--- config.mk ---
export PLATFORM = sky130hd
export DESIGN_NAME = reset_sequencer_flat
export DESIGN_NICKNAME = d
export VERILOG_FILES = /design/src/rtl/reset_sequencer_if.sv /design/src/rtl/reset_sequencer.sv /design/src/flat_wrapper.sv
export SDC_FILE = /design/constraint.sdc
export NUM_CORES = 1
export LEC_CHECK = 0
export ABC_AREA = 1
export CELL_PAD_IN_SITES_DETAIL_PLACEMENT = 0
export CELL_PAD_IN_SITES_GLOBAL_PLACEMENT = 1
export CORE_MARGIN = 5
export CORE_UTILIZATION = 42
export DETAILED_ROUTE_END_ITERATION = 8
export GPL_TIMING_DRIVEN = 0
export PLACE_DENSITY_LB_ADDON = 0.1
export RECOVER_POWER = 100
export SLEW_MARGIN = 20
export SYNTH_ARGS = -nofsm -noshare
export SYNTH_HDL_FRONTEND = slang
export SYNTH_SLANG_ARGS = --single-unit
--- constraint.sdc ---
create_clock -name clk -period 2.3 [get_ports clk]
set_clock_uncertainty 0.05 [all_clocks]
set_input_delay 0.46 -clock clk [delete_from_list [all_inputs] [get_ports clk]]
set_output_delay 0.46 -clock clk [all_outputs]
set_load 0.01 [all_outputs]
--- src/rtl/reset_sequencer_if.sv ---
// Soft-reset handshake and reset outputs of reset_sequencer, bundled as one port.
// The sequencer connects through the slave modport; the requester uses master.
interface reset_sequencer_if #(
  parameter int N_OUT = 3
);
  logic             soft_rst_req;
  logic             soft_rst_ack;
  logic [N_OUT-1:0] rst_out;
  logic             rst_done;

  modport master (
    output soft_rst_req,
    input  soft_rst_ack,
    input  rst_out,
    input  rst_done
  );

  modport slave (
    input  soft_rst_req,
    output soft_rst_ack,
    output rst_out,
    output rst_done
  );
endinterface

--- src/rtl/reset_sequencer.sv ---
// Ordered reset release: hold all outputs, then release them one by one with a fixed gap.
// Define RESET_SEQUENCER_SOFT_RST_EN to build the soft-reset handshake (ASSERT state).
module reset_sequencer #(
  parameter int N_OUT       = 3,
  parameter int HOLD_CYCLES = 16,
  parameter int GAP_CYCLES  = 4
) (
  input logic              clk,
  input logic              rst_n,
  reset_sequencer_if.slave bus
);

  localparam int MAX_CNT = (HOLD_CYCLES > GAP_CYCLES) ? HOLD_CYCLES : GAP_CYCLES;
  localparam int CNT_W   = $clog2(MAX_CNT + 1);
  localparam int IDX_W   = $clog2(N_OUT + 1);

  localparam logic [CNT_W-1:0] HOLD_LAST = CNT_W'(HOLD_CYCLES - 1);
  localparam logic [CNT_W-1:0] GAP_LAST  = CNT_W'(GAP_CYCLES - 1);
  localparam logic [IDX_W-1:0] IDX_LAST  = IDX_W'(N_OUT - 1);

  typedef enum logic [1:0] {
    S_HOLD,
    S_RELEASE,
    S_DONE,
    S_ASSERT
  } state_e;

  state_e           state_q, state_d;
  logic [CNT_W-1:0] cnt_q, cnt_d;
  logic [IDX_W-1:0] idx_q, idx_d;
  logic [N_OUT-1:0] rst_out_q, rst_out_d;
  logic             done_q, done_d;
`ifdef RESET_SEQUENCER_SOFT_RST_EN
  logic             ack_q, ack_d;
`endif

  always_comb begin
    state_d   = state_q;
    cnt_d     = cnt_q;
    idx_d     = idx_q;
    rst_out_d = rst_out_q;
    done_d    = done_q;
`ifdef RESET_SEQUENCER_SOFT_RST_EN
    ack_d     = ack_q;
`endif
    case (state_q)
      S_HOLD: begin
        if (cnt_q == HOLD_LAST) begin
          // Outputs release in index order, so a zero-filling left shift clears the next bit.
          rst_out_d = rst_out_q << 1;
          cnt_d     = '0;
          idx_d     = IDX_W'(1);
          if (N_OUT == 1) begin
            state_d = S_DONE;
            done_d  = 1'b1;
          end else begin
            state_d = S_RELEASE;
          end
        end else begin
          cnt_d = cnt_q + CNT_W'(1);
        end
      end
      S_RELEASE: begin
        if (cnt_q == GAP_LAST) begin
          rst_out_d = rst_out_q << 1;
          cnt_d     = '0;
          idx_d     = idx_q + IDX_W'(1);
          if (idx_q == IDX_LAST) begin
            state_d = S_DONE;
            done_d  = 1'b1;
          end
        end else begin
          cnt_d = cnt_q + CNT_W'(1);
        end
      end
      S_DONE: begin
`ifdef RESET_SEQUENCER_SOFT_RST_EN
        if (bus.soft_rst_req) begin
          state_d   = S_ASSERT;
          rst_out_d = '1;
          done_d    = 1'b0;
          ack_d     = 1'b1;
        end
`endif
      end
      S_ASSERT: begin
`ifdef RESET_SEQUENCER_SOFT_RST_EN
        // Dropping the request restarts the full hold/release sequence from scratch.
        if (!bus.soft_rst_req) begin
          state_d = S_HOLD;
          ack_d   = 1'b0;
          cnt_d   = '0;
          idx_d   = '0;
        end
`else
        state_d = S_HOLD;
`endif
      end
      default: state_d = S_HOLD;
    endcase
  end

  always_ff @(posedge clk or negedge rst_n) begin
    if (!rst_n) begin
      state_q   <= S_HOLD;
      cnt_q     <= '0;
      idx_q     <= '0;
      rst_out_q <= '1;
      done_q    <= 1'b0;
`ifdef RESET_SEQUENCER_SOFT_RST_EN
      ack_q     <= 1'b0;
`endif
    end else begin
      state_q   <= state_d;
      cnt_q     <= cnt_d;
      idx_q     <= idx_d;
      rst_out_q <= rst_out_d;
      done_q    <= done_d;
`ifdef RESET_SEQUENCER_SOFT_RST_EN
      ack_q     <= ack_d;
`endif
    end
  end

  assign bus.rst_out  = rst_out_q;
  assign bus.rst_done = done_q;
`ifdef RESET_SEQUENCER_SOFT_RST_EN
  assign bus.soft_rst_ack = ack_q;
`else
  assign bus.soft_rst_ack = 1'b0;
  logic unused_soft_rst_req;
  assign unused_soft_rst_req = bus.soft_rst_req;
`endif

endmodule
--- src/flat_wrapper.sv ---
// flat-port wrapper written by rule: the top's interface ports become plain ports
module reset_sequencer_flat 
#(
  parameter int N_OUT       = 3,
  parameter int HOLD_CYCLES = 16,
  parameter int GAP_CYCLES  = 4
)
  (clk, rst_n, bus_soft_rst_req, bus_soft_rst_ack, bus_rst_out, bus_rst_done);
  reset_sequencer_if #(.N_OUT(N_OUT)) bus_i ();
  input logic clk;
  input logic rst_n;
  input wire logic [$bits(bus_i.soft_rst_req)-1:0] bus_soft_rst_req;
  output wire logic [$bits(bus_i.soft_rst_ack)-1:0] bus_soft_rst_ack;
  output wire logic [$bits(bus_i.rst_out)-1:0] bus_rst_out;
  output wire logic [$bits(bus_i.rst_done)-1:0] bus_rst_done;
  assign bus_i.soft_rst_req = bus_soft_rst_req;
  assign bus_soft_rst_ack = bus_i.soft_rst_ack;
  assign bus_rst_out = bus_i.rst_out;
  assign bus_rst_done = bus_i.rst_done;
  reset_sequencer #(.N_OUT(N_OUT), .HOLD_CYCLES(HOLD_CYCLES), .GAP_CYCLES(GAP_CYCLES)) u_core (.clk(clk), .rst_n(rst_n), .bus(bus_i));
endmodule
## Yosys cells after proc, flatten, opt, wreduce, memory -nomap -nowiden

Index checks and enable logic that the tools add are counted.

| storage, ports and cells | value |
|---|---|
| register bits | 13 |
| input bits | 3 |
| output and inout bits | 5 |
| word-level logic and storage cells | 33 |

| operators by class | value |
|---|---|
| $add $sub $neg | 2 |
| equal/unequal tests | 8 |
| mux-type cells | 12 |
| reduce and logical (&&, ||, !) cells | 6 |

Operators by type and width:

| cell | count |
|---|---|
| two-way mux 5 bit | 2 |
| case mux 5 bit (2 select lines) | 1 |
| two-way mux 2 bit | 4 |
| two-way mux 3 bit | 2 |
| != test 2 x 1 -> 1 bit, second input constant | 3 |
| case mux 2 bit (3 select lines) | 1 |
| case mux 3 bit (2 select lines) | 1 |
| AND reduction 3 bit | 2 |
| adder 5 x 1 -> 5 bit, second input constant | 1 |
| equality test 5 x 2 -> 1 bit, second input constant | 1 |
| equality test 5 x 4 -> 1 bit, second input constant | 1 |
| equality test 2 bit, second input constant | 2 |
| case mux 2 bit (2 select lines) | 1 |
| AND reduction 4 bit | 1 |
| nonzero test 3 bit | 1 |
| adder 2 x 1 -> 2 bit, second input constant | 1 |
| equality test 2 x 1 -> 1 bit, second input constant | 1 |
| zero test 2 bit | 1 |
| nonzero test 2 bit | 1 |

## Longest topological paths before layout

Gate-level depths: netlist of run 1.

| logic depth | value |
|---|---|
| depth in word-level cells | 4 |
| depth in mapped cells | 8 |
| depth with buffers taken out | 8 |

## Worst setup path after synthesis of run 1

Ideal clock, no wire load.

| path | value |
|---|---|
| kind | register -> register |
| from | reg u_core.cnt_q[0] |
| to | reg u_core.cnt_q[4] |
| setup time | 0.130 ns |
| arrival time | 1.133 ns |
| data required time | 2.120 ns |
| setup slack | 0.986 ns |
| stages on the path, launching flop included | 8 |
| path buffers | 0 |
| period minus slack after synthesis | 1.314 ns |
| path through | dfrtp_1 -> ha_1 -> nand2_1 -> inv_1 -> nand2_1 -> ha_1 -> a22oi_1 -> o21ai_0 |

| between the ends | value |
|---|---|
| cells in the longest elaborated chain, start to end | 3 |
| elaborated cells on any way between the ends | 6 |
| those cells by class | add/sub: 1; eq/ne: 2; mux: 3 |

Ends and longest elaborated chain:

| item | RTL line | RTL |
|---|---|---|
| start, declared | reset_sequencer.sv:29 | `logic [CNT_W-1:0] cnt_q, cnt_d;` |
| start signal, assigned | reset_sequencer.sv:115 | `cnt_q <= cnt_d;` |
| adder 5 x 1 -> 5 bit (tied with other cells) | reset_sequencer.sv:60, reset_sequencer.sv:73 |  |
| two-way mux 5 bit (on tied branches) | reset_sequencer.sv:64, reset_sequencer.sv:48 |  |
| case mux 5 bit (2 select lines) (*) | reset_sequencer.sv:46 | `case (state_q)` |

Mark *: on every way between the ends. The rest lies on a longest branch, timed or not.
A chain may end at the register's enable or synchronous reset.

## Worst setup path in the final report of run 1

| path | value |
|---|---|
| from | reg u_core.rst_out_q[0], in the netlist u_core.bus.rst_out[0] |
| to | out bus_rst_out[0] |

RTL lines:

| item | RTL line | RTL |
|---|---|---|
| start, declared | reset_sequencer.sv:31 | `logic [N_OUT-1:0] rst_out_q, rst_out_d;` |
| start signal, assigned | reset_sequencer.sv:117 | `rst_out_q <= rst_out_d;` |
| end, declared | flat_wrapper.sv:14 | `output wire logic [$bits(bus_i.rst_out)-1:0] bus_rst_out;` |

No word-level cell between the ends.

==> results of run 1 <==
[registers in the layout (all words and copies together), names as in the netlist]
signal and flops:
u_core.state_q 2, u_core.cnt_q 5, u_core.bus.rst_out 3, u_core.bus.rst_done 1
u_core.idx_q 2
[power by group]
part           internal (mW)  switching [mW]
Sequential             0.229               0
Combinational        0.00225         0.00532
Clock                 0.0671          0.0741
Total                  0.298          0.0794
[cells by family (layout without fill, tap and decap cells)]
kind of cell	Yosys count	count (layout)
xor gates and xnor gates	1	1
AOI/OAI and AO/OA	5	5
other	1	1
buffers and inverters	12	21
adders and majority gates	3	3
DFF	13	13
and+or+nand+nor	41	41
[per-layer routing]
layer,vias to the layer above,routed length (µm),GRT usage [%]
met3,2,26,3.55
met5,-,0,0
met4,0,11,6.55
met1,234,574,13.9
li1,257,-,-
met2,3,559,16.3
[stage by stage]
step / worst slack, ns / hold slack (ns) / power [mW] / std cells
floorplan: 0.986 / 0.114 / 0.235 / 76
global placement: 0.739 / 0.389 / 0.241 / 97
detailed placement: 0.732 / 0.396 / 0.241 / 97
CTS: 0.421 / 0.409 / 0.385 / 101
global route: 0.319 / 0.427 / 0.398 / 101
finish: 0.369 / 0.407 / 0.377 / 101
[cells in the final DEF (no fill, tap or decap), types with 2 or more instances in the layout]
master and instances:
nor2_2 2, clkbuf_4 3, nor2_1 7, o21ai_0 2, dfrtp_1 10, nand4_1 2
dlygate4sd3_1 5, ha_1 3, nand2_1 21, nand3_1 6, inv_1 9, dfstp_2 3
[how the worst max path moves through the flow]
stage,slack (ns),to,startpoint
2_1_floorplan,0.99,u_core.cnt_q[4],u_core.cnt_q[0]
3_3_place_gp,0.74,bus_rst_out[0],u_core.bus.rst_out[0]
3_5_place_dp,0.73,bus_rst_out[0],u_core.bus.rst_out[0]
4_1_cts,0.42,bus_rst_out[0],u_core.bus.rst_out[0]
5_1_grt,0.32,bus_rst_out[2],u_core.bus.rst_out[2]
6_report,0.37,bus_rst_out[0],u_core.bus.rst_out[0]
[final cells by class]
class | count | share of cell area [%]
Buffer | 2 | 2.51
Sequential cell | 13 | 44.0
Tap cell | 16 | 2.68
Inverter | 10 | 5.35
Multi-Input combinational cell | 51 | 35.3
Timing Repair Buffer | 5 | 6.69
Clock buffer | 4 | 3.51
==> key figures, run 1 <==
Die
  • Placeable Area: 0.00152 mm²
  • Initial Util: 44.4%
  • Horiz. Die Dim: 50.1 µm
  • Height of the chip: 50.1 µm
  • IO Count: 8
  • Die Footprint: 0.00251 mm²
  • Number of standard-cell rows in the floorplan: 14

Worst setup path
  • Critical register-to-register path endpoint: u_core.idx_q[0]
  • CP peak stage delay: 0.60 ns
  • Critical Path AT: 1.42 ns
  • Worst Setup Start Kind: flop
  • Depth of the worst register-to-register path: 7
  • Category of the worst setup path capture point: primary output
  • Worst Path Buf+Inv: 1
  • Ordered list of cells on the worst path: dlygate4sd3_1
  • Required time at the endpoint of the critical path: 1.79 ns
  • Crit-path max FO: 3
  • Type of the worst setup path: flop to primary output
  • Levels on crit path: 1
  • R2r startpoint: u_core.cnt_q[0]
  • Worst reg-to-reg setup slack: 0.67 ns
  • Critical-path cell with the highest stage delay: dlygate4sd3_1
  • Kind of cell with the highest combined delay on the critical path: buffers and inverters

Min path
  • Worst hold path startpoint: u_core.bus.rst_out[0]
  • End point of the worst hold path: u_core.bus.rst_out[0]
  • Hold Path Stages: 2
  • Type of the worst min-delay path: flop to flop

Clock tree
  • Clk Tree Root Cell: clkbuf_4
  • Clock latency of the later-clocked register in the worst-skew pair: 0.27 ns
  • Setup repair bufs after CTS: 0
  • Sinks on Clock Net: 13
  • Count of cells resized by post-cts repair: 0
  • Post-CTS clock slew at the launch and capture registers of the worst setup and hold paths: 0.08 ns
  • Clock Path Buffers: 2
  • Number of hold-repair buffers added at the cts stage: 0
  • CTS H-Tree Depth: 1
  • TritonCTS clock tree: built
  • Number of CTS-inserted buffers: 3

Logic synthesis
  • Simple-gate area share of the yosys netlist: 30.9%
  • Area fraction in compound gates after synthesis: 4.44%
  • Fraction of the yosys area taken by sequential cells: 48.6%
  • Post-synth EDFFs: 0
  • Synthesized Nets: 82
  • Area share of the largest cell type after synthesis: 37.0%
  • Largest area contributor in the synthesized netlist: dfrtp_1
  • Post-synthesis average cell area: 8.91 µm²
  • Dominant cell by count in the synthesized netlist: nand2_1
  • Share of synthesized cell area in full adder, half adder and majority cells: 5.55%
  • Top flip-flop cell by instance count after synthesis: dfrtp_1
  • Count of synthesis-stage warnings from yosys: 0
  • Leading cell types by count after synthesis: nand2_1, dfrtp_1, inv_1, nand3_1, nor2_1
  • Proportion of synthesized flip-flops having asynchronous set or reset: 100%
  • Flops & latches, synth: 13
  • Post-synthesis cell type count: 24
  • Xor/xnor share of the synthesized area: 1.29%
  • Gate count of the mapped netlist: 76
  • Cells taking the most area after synthesis: dfrtp_1, dfstp_2, nand2_1
  • Combinational family with the most area after synthesis: simple AND/OR/NAND/NOR gates
  • Portion of netlist area occupied by mux cells: 0%
  • Post-synthesis instance area: 677 µm²

Global route
  • Vias in the first global route: 496
  • Total track usage: 11.0%
  • Global route overflow: 0
  • Wire length of the first global-routing pass: 2100 µm
  • Pin count of the biggest net entering global routing: 14
  • Number of antenna violations at the first check in global routing: 0

Detailed routing
  • Remaining routing DRC violations: 0
  • Number of nets with antenna violations after routing: 0
  • Total wire length after detailed routing: 1170 µm
  • Per-cell via count in the routed design: 4.91
  • Wire length per cell: 11.6 µm
  • Initial DRC Count: 6
  • Vias: 496
  • First drt pass iteration count: 4

Placement
  • Half-perimeter wire length after detailed placement: 894 µm
  • Global placement routability congestion: 0.783
  • Area after detailed placement: 747 µm²
  • Number of port buffers: 5

Finish
  • Ratio of cells with drive above 1 in the final layout: 14.1%
  • Number of nets at the end of the flow: 92
  • Share of the core filled with cells in the final layout: 49.1%
  • # fillers: 166
  • Diode insertion count for antenna repair: 0
  • Post-route design area: 748 µm²
  • Area occupied by multi-input gates: 264 µm²
  • Area Overhead vs Synth: 10.5%
  • Register area: 329 µm²

STA
  • RSZ-0062 raised after global routing: false
  • Peak Freq: 518 MHz
  • Actual transition at the worst max-transition pin: 0.599 ns
  • Setup violation total in the final timing report: 0
  • Max Transition Viols Final: 0
  • Post-layout min period: 1.93 ns
  • Max_slew headroom: 59.9%
  • Final number of hold-violating endpoints: 0
  • Sum of negative setup slack: 0 ns
  • Share of the clock period used by the worst path after layout: 83.9%

Power
  • Leakage: 0.381 nW
  • Power per unit of standard cell area: 504 mW/mm²
  • Worst supply voltage drop on vdd: 0.281 mV

Status
  • Result of the run: completed

Flow run
  • Count of max-cap constraint violations: 0
(Power assumes the default switching activity.)
==> run 2: changes to the inputs <==
--- a/config.mk
+++ b/config.mk
@@ -9,7 +9,7 @@
 export CELL_PAD_IN_SITES_DETAIL_PLACEMENT = 0
 export CELL_PAD_IN_SITES_GLOBAL_PLACEMENT = 1
 export CORE_MARGIN = 5
-export CORE_UTILIZATION = 42
+export CORE_UTILIZATION = 35
 export DETAILED_ROUTE_END_ITERATION = 8
 export GPL_TIMING_DRIVEN = 0
 export PLACE_DENSITY_LB_ADDON = 0.1
==> constraint.sdc (replaced) <==
create_clock -name clk -period 1.7 [get_ports clk]
set_clock_uncertainty 0.05 [all_clocks]
set_input_delay 0.34 -clock clk [delete_from_list [all_inputs] [get_ports clk]]
set_output_delay 0.34 -clock clk [all_outputs]
set_load 0.01 [all_outputs]
==> key figures, run 2 (same netlist as run 1, synthesis figures left out) <==
Clock tree
  • Sinks on Clock Net: 13 (unchanged)
  • Post-CTS clock slew at the launch and capture registers of the worst setup and hold paths: 0.08 ns (about the same)
  • CTS H-Tree Depth: 1 (unchanged)
  • Clock latency of the later-clocked register in the worst-skew pair: 0.27 ns (about the same)
  • Number of CTS-inserted buffers: 3 (unchanged)
  • Clk Tree Root Cell: clkbuf_4
  • TritonCTS clock tree: built
  • Number of hold-repair buffers added at the cts stage: 0 (unchanged)
  • Clock Path Buffers: 2 (unchanged)

Worst setup path
  • Worst Path Buf+Inv: 1 (unchanged)
  • Depth of the worst register-to-register path: 7 (unchanged)
  • Crit-path max FO: 2 (-1)
  • Kind of cell with the highest combined delay on the critical path: buffers and inverters
  • Worst reg-to-reg setup slack: 0.24 ns (-0.43 ns)
  • Critical Path AT: 1.15 ns (-0.27 ns)
  • Required time at the endpoint of the critical path: 1.31 ns (-0.48 ns)
  • Type of the worst setup path: flop to primary output
  • Worst Setup Start Kind: flop
  • Worst setup endpoint: bus_rst_done
  • R2r startpoint: u_core.cnt_q[0]
  • Levels on crit path: 1 (unchanged)
  • Critical-path cell with the highest stage delay: clkdlybuf4s50_1
  • Critical register-to-register path endpoint: u_core.cnt_q[4]
  • Category of the worst setup path capture point: primary output
  • Launching instance or port of the critical path: u_core.bus.rst_done
  • CP peak stage delay: 0.53 ns (-0.07 ns)
  • Ordered list of cells on the worst path: clkdlybuf4s50_1

STA
  • Actual transition at the worst max-transition pin: 0.564 ns (-0.0353 ns)
  • Max Transition Viols Final: 0 (unchanged)
  • Worst setup slack after layout: 0.162 ns (-0.207 ns)
  • Post-layout min period: 1.54 ns
  • Worst hold-check slack: 0.416 ns (+0.00855 ns)
  • RSZ-0062 raised after global routing: false
  • Sum of negative setup slack: 0 ns (unchanged)
  • Peak Freq: 650 MHz
  • Max_slew headroom: 62.3% (+2.4 points)
  • Final number of hold-violating endpoints: 0 (unchanged)
  • Share of the clock period used by the worst path after layout: 90.4%
  • Setup violation total in the final timing report: 0 (unchanged)

Finish
  • Commonest cells after routing, fill and taps aside: nand2_1, dfrtp_1, inv_1, nor2_1, nand3_1
  • Diode insertion count for antenna repair: 0 (unchanged)
  • Area Overhead vs Synth: 14.6%
  • Flip-flop count of the largest register after layout: 5 (unchanged)
  • Number of nets at the end of the flow: 92 (unchanged)
  • Ratio of cells with drive above 1 in the final layout: 12.9% (-1.2 points)
  • Register ranked first by flip-flop count: u_core.cnt_q
  • Share of the core filled with cells in the final layout: 40.8% (-8.3 points)
  • Leading cell type in the layout, fill and taps excluded: nand2_1

Global route
  • Vias in the first global route: 478 (-3.6%)
  • Global route overflow: 0 (unchanged)
  • Pin count of the biggest net entering global routing: 14 (unchanged)
  • Total track usage: 10.0% (-0.99 points)
  • Wire length of the first global-routing pass: 2070 µm (-1.3%)
  • Number of antenna violations at the first check in global routing: 0 (unchanged)

Power
  • Leakage: 0.388 nW (+1.9%)
  • Worst supply voltage drop on vdd: 0.381 mV (+36%)
  • Power per unit of standard cell area: 657 mW/mm² (+30%)

Min path
  • Type of the worst min-delay path: flop to flop

Flow run
  • Count of max-cap constraint violations: 0 (unchanged)

Die
  • Die Footprint: 0.00291 mm² (+16%)
  • IO Count: 8 (unchanged)
  • Height of the chip: 54.0 µm (+7.6%)
  • Horiz. Die Dim: 54.0 µm (+7.6%)
  • Number of standard-cell rows in the floorplan: 16 (+2)
  • Initial Util: 35.6% (-8.8 points)
  • Placeable Area: 0.00190 mm² (+25%)

Detailed routing
  • Wire length per cell: 10.3 µm (-12%)
  • Initial DRC Count: 6 (unchanged)
  • Number of nets with antenna violations after routing: 0 (unchanged)
  • First drt pass iteration count: 2 (-2)
  • Remaining routing DRC violations: 0 (unchanged)
  • Total wire length after detailed routing: 1150 µm (-2.0%)
  • Per-cell via count in the routed design: 4.29 (-13%)
  • Vias: 481 (-3.0%)

Status
  • Result of the run: completed

Placement
  • Number of port buffers: 5 (unchanged)
  • Worst slack at placement: 0.237 ns (-0.495 ns)
  • Global placement routability congestion: 0.773 (-1.4%)
  • Half-perimeter wire length after detailed placement: 862 µm (-3.6%)
[run 2: worst min-delay path by stage]
| stage | endpoint | start | cells after the start |
|---|---|---|---|
| 6_report | u_core.bus.rst_done | u_core.bus.rst_done | 2 |
| 2_1_floorplan | u_core.bus.rst_done | rst_n | 0 |
| 3_3_place_gp | u_core.bus.rst_out[0] | u_core.bus.rst_out[0] | 2 |
| 3_5_place_dp | u_core.bus.rst_out[0] | u_core.bus.rst_out[0] | 2 |
| 4_1_cts | u_core.bus.rst_done | rst_n | 1 |
| 5_1_grt | u_core.bus.rst_done | u_core.bus.rst_done | 2 |
[run 2: final cells by class]
class / count / area [µm²]
Fill cell: 201 / 1130
Sequential cell: 13 / 329
Multi-Input combinational cell: 51 / 282
Timing Repair Buffer: 5 / 46.3
Inverter: 10 / 40.0
Tap cell: 27 / 33.8
Clock buffer: 4 / 26.3
Buffer: 2 / 18.8
[run 2: layer usage]
metal | up-vias | track usage (%) | part of all wire [%]
met2 | 4 | 14.5 | 43
met5 | - | 0 | 0
met3 | 4 | 1.66 | 1.6
met4 | 0 | 7.47 | 2.4
li1 | 259 | - | -
met1 | 214 | 13.3 | 53
[run 2: what timing repair did]
action / CTS / global route
buffers inserted: 0 / 0
gates resized for setup: 3 / 0
endpoints found under the setup margin: 3 / 0
[run 2: power breakdown]
group / switching, mW / internal [mW]
Clock: 0.100 / 0.0909
Sequential: 0 / 0.309
Combinational: 0.00680 / 0.00304
Total: 0.107 / 0.403
[run 2: stage by stage]
step	cells	total power, mW	instance area, µm²
2_1_floorplan	76	0.318	677
3_3_place_gp	108	0.326	761
3_5_place_dp	108	0.326	761
4_1_cts	112	0.515	783
5_1_grt	112	0.531	776
6_report	112	0.510	776
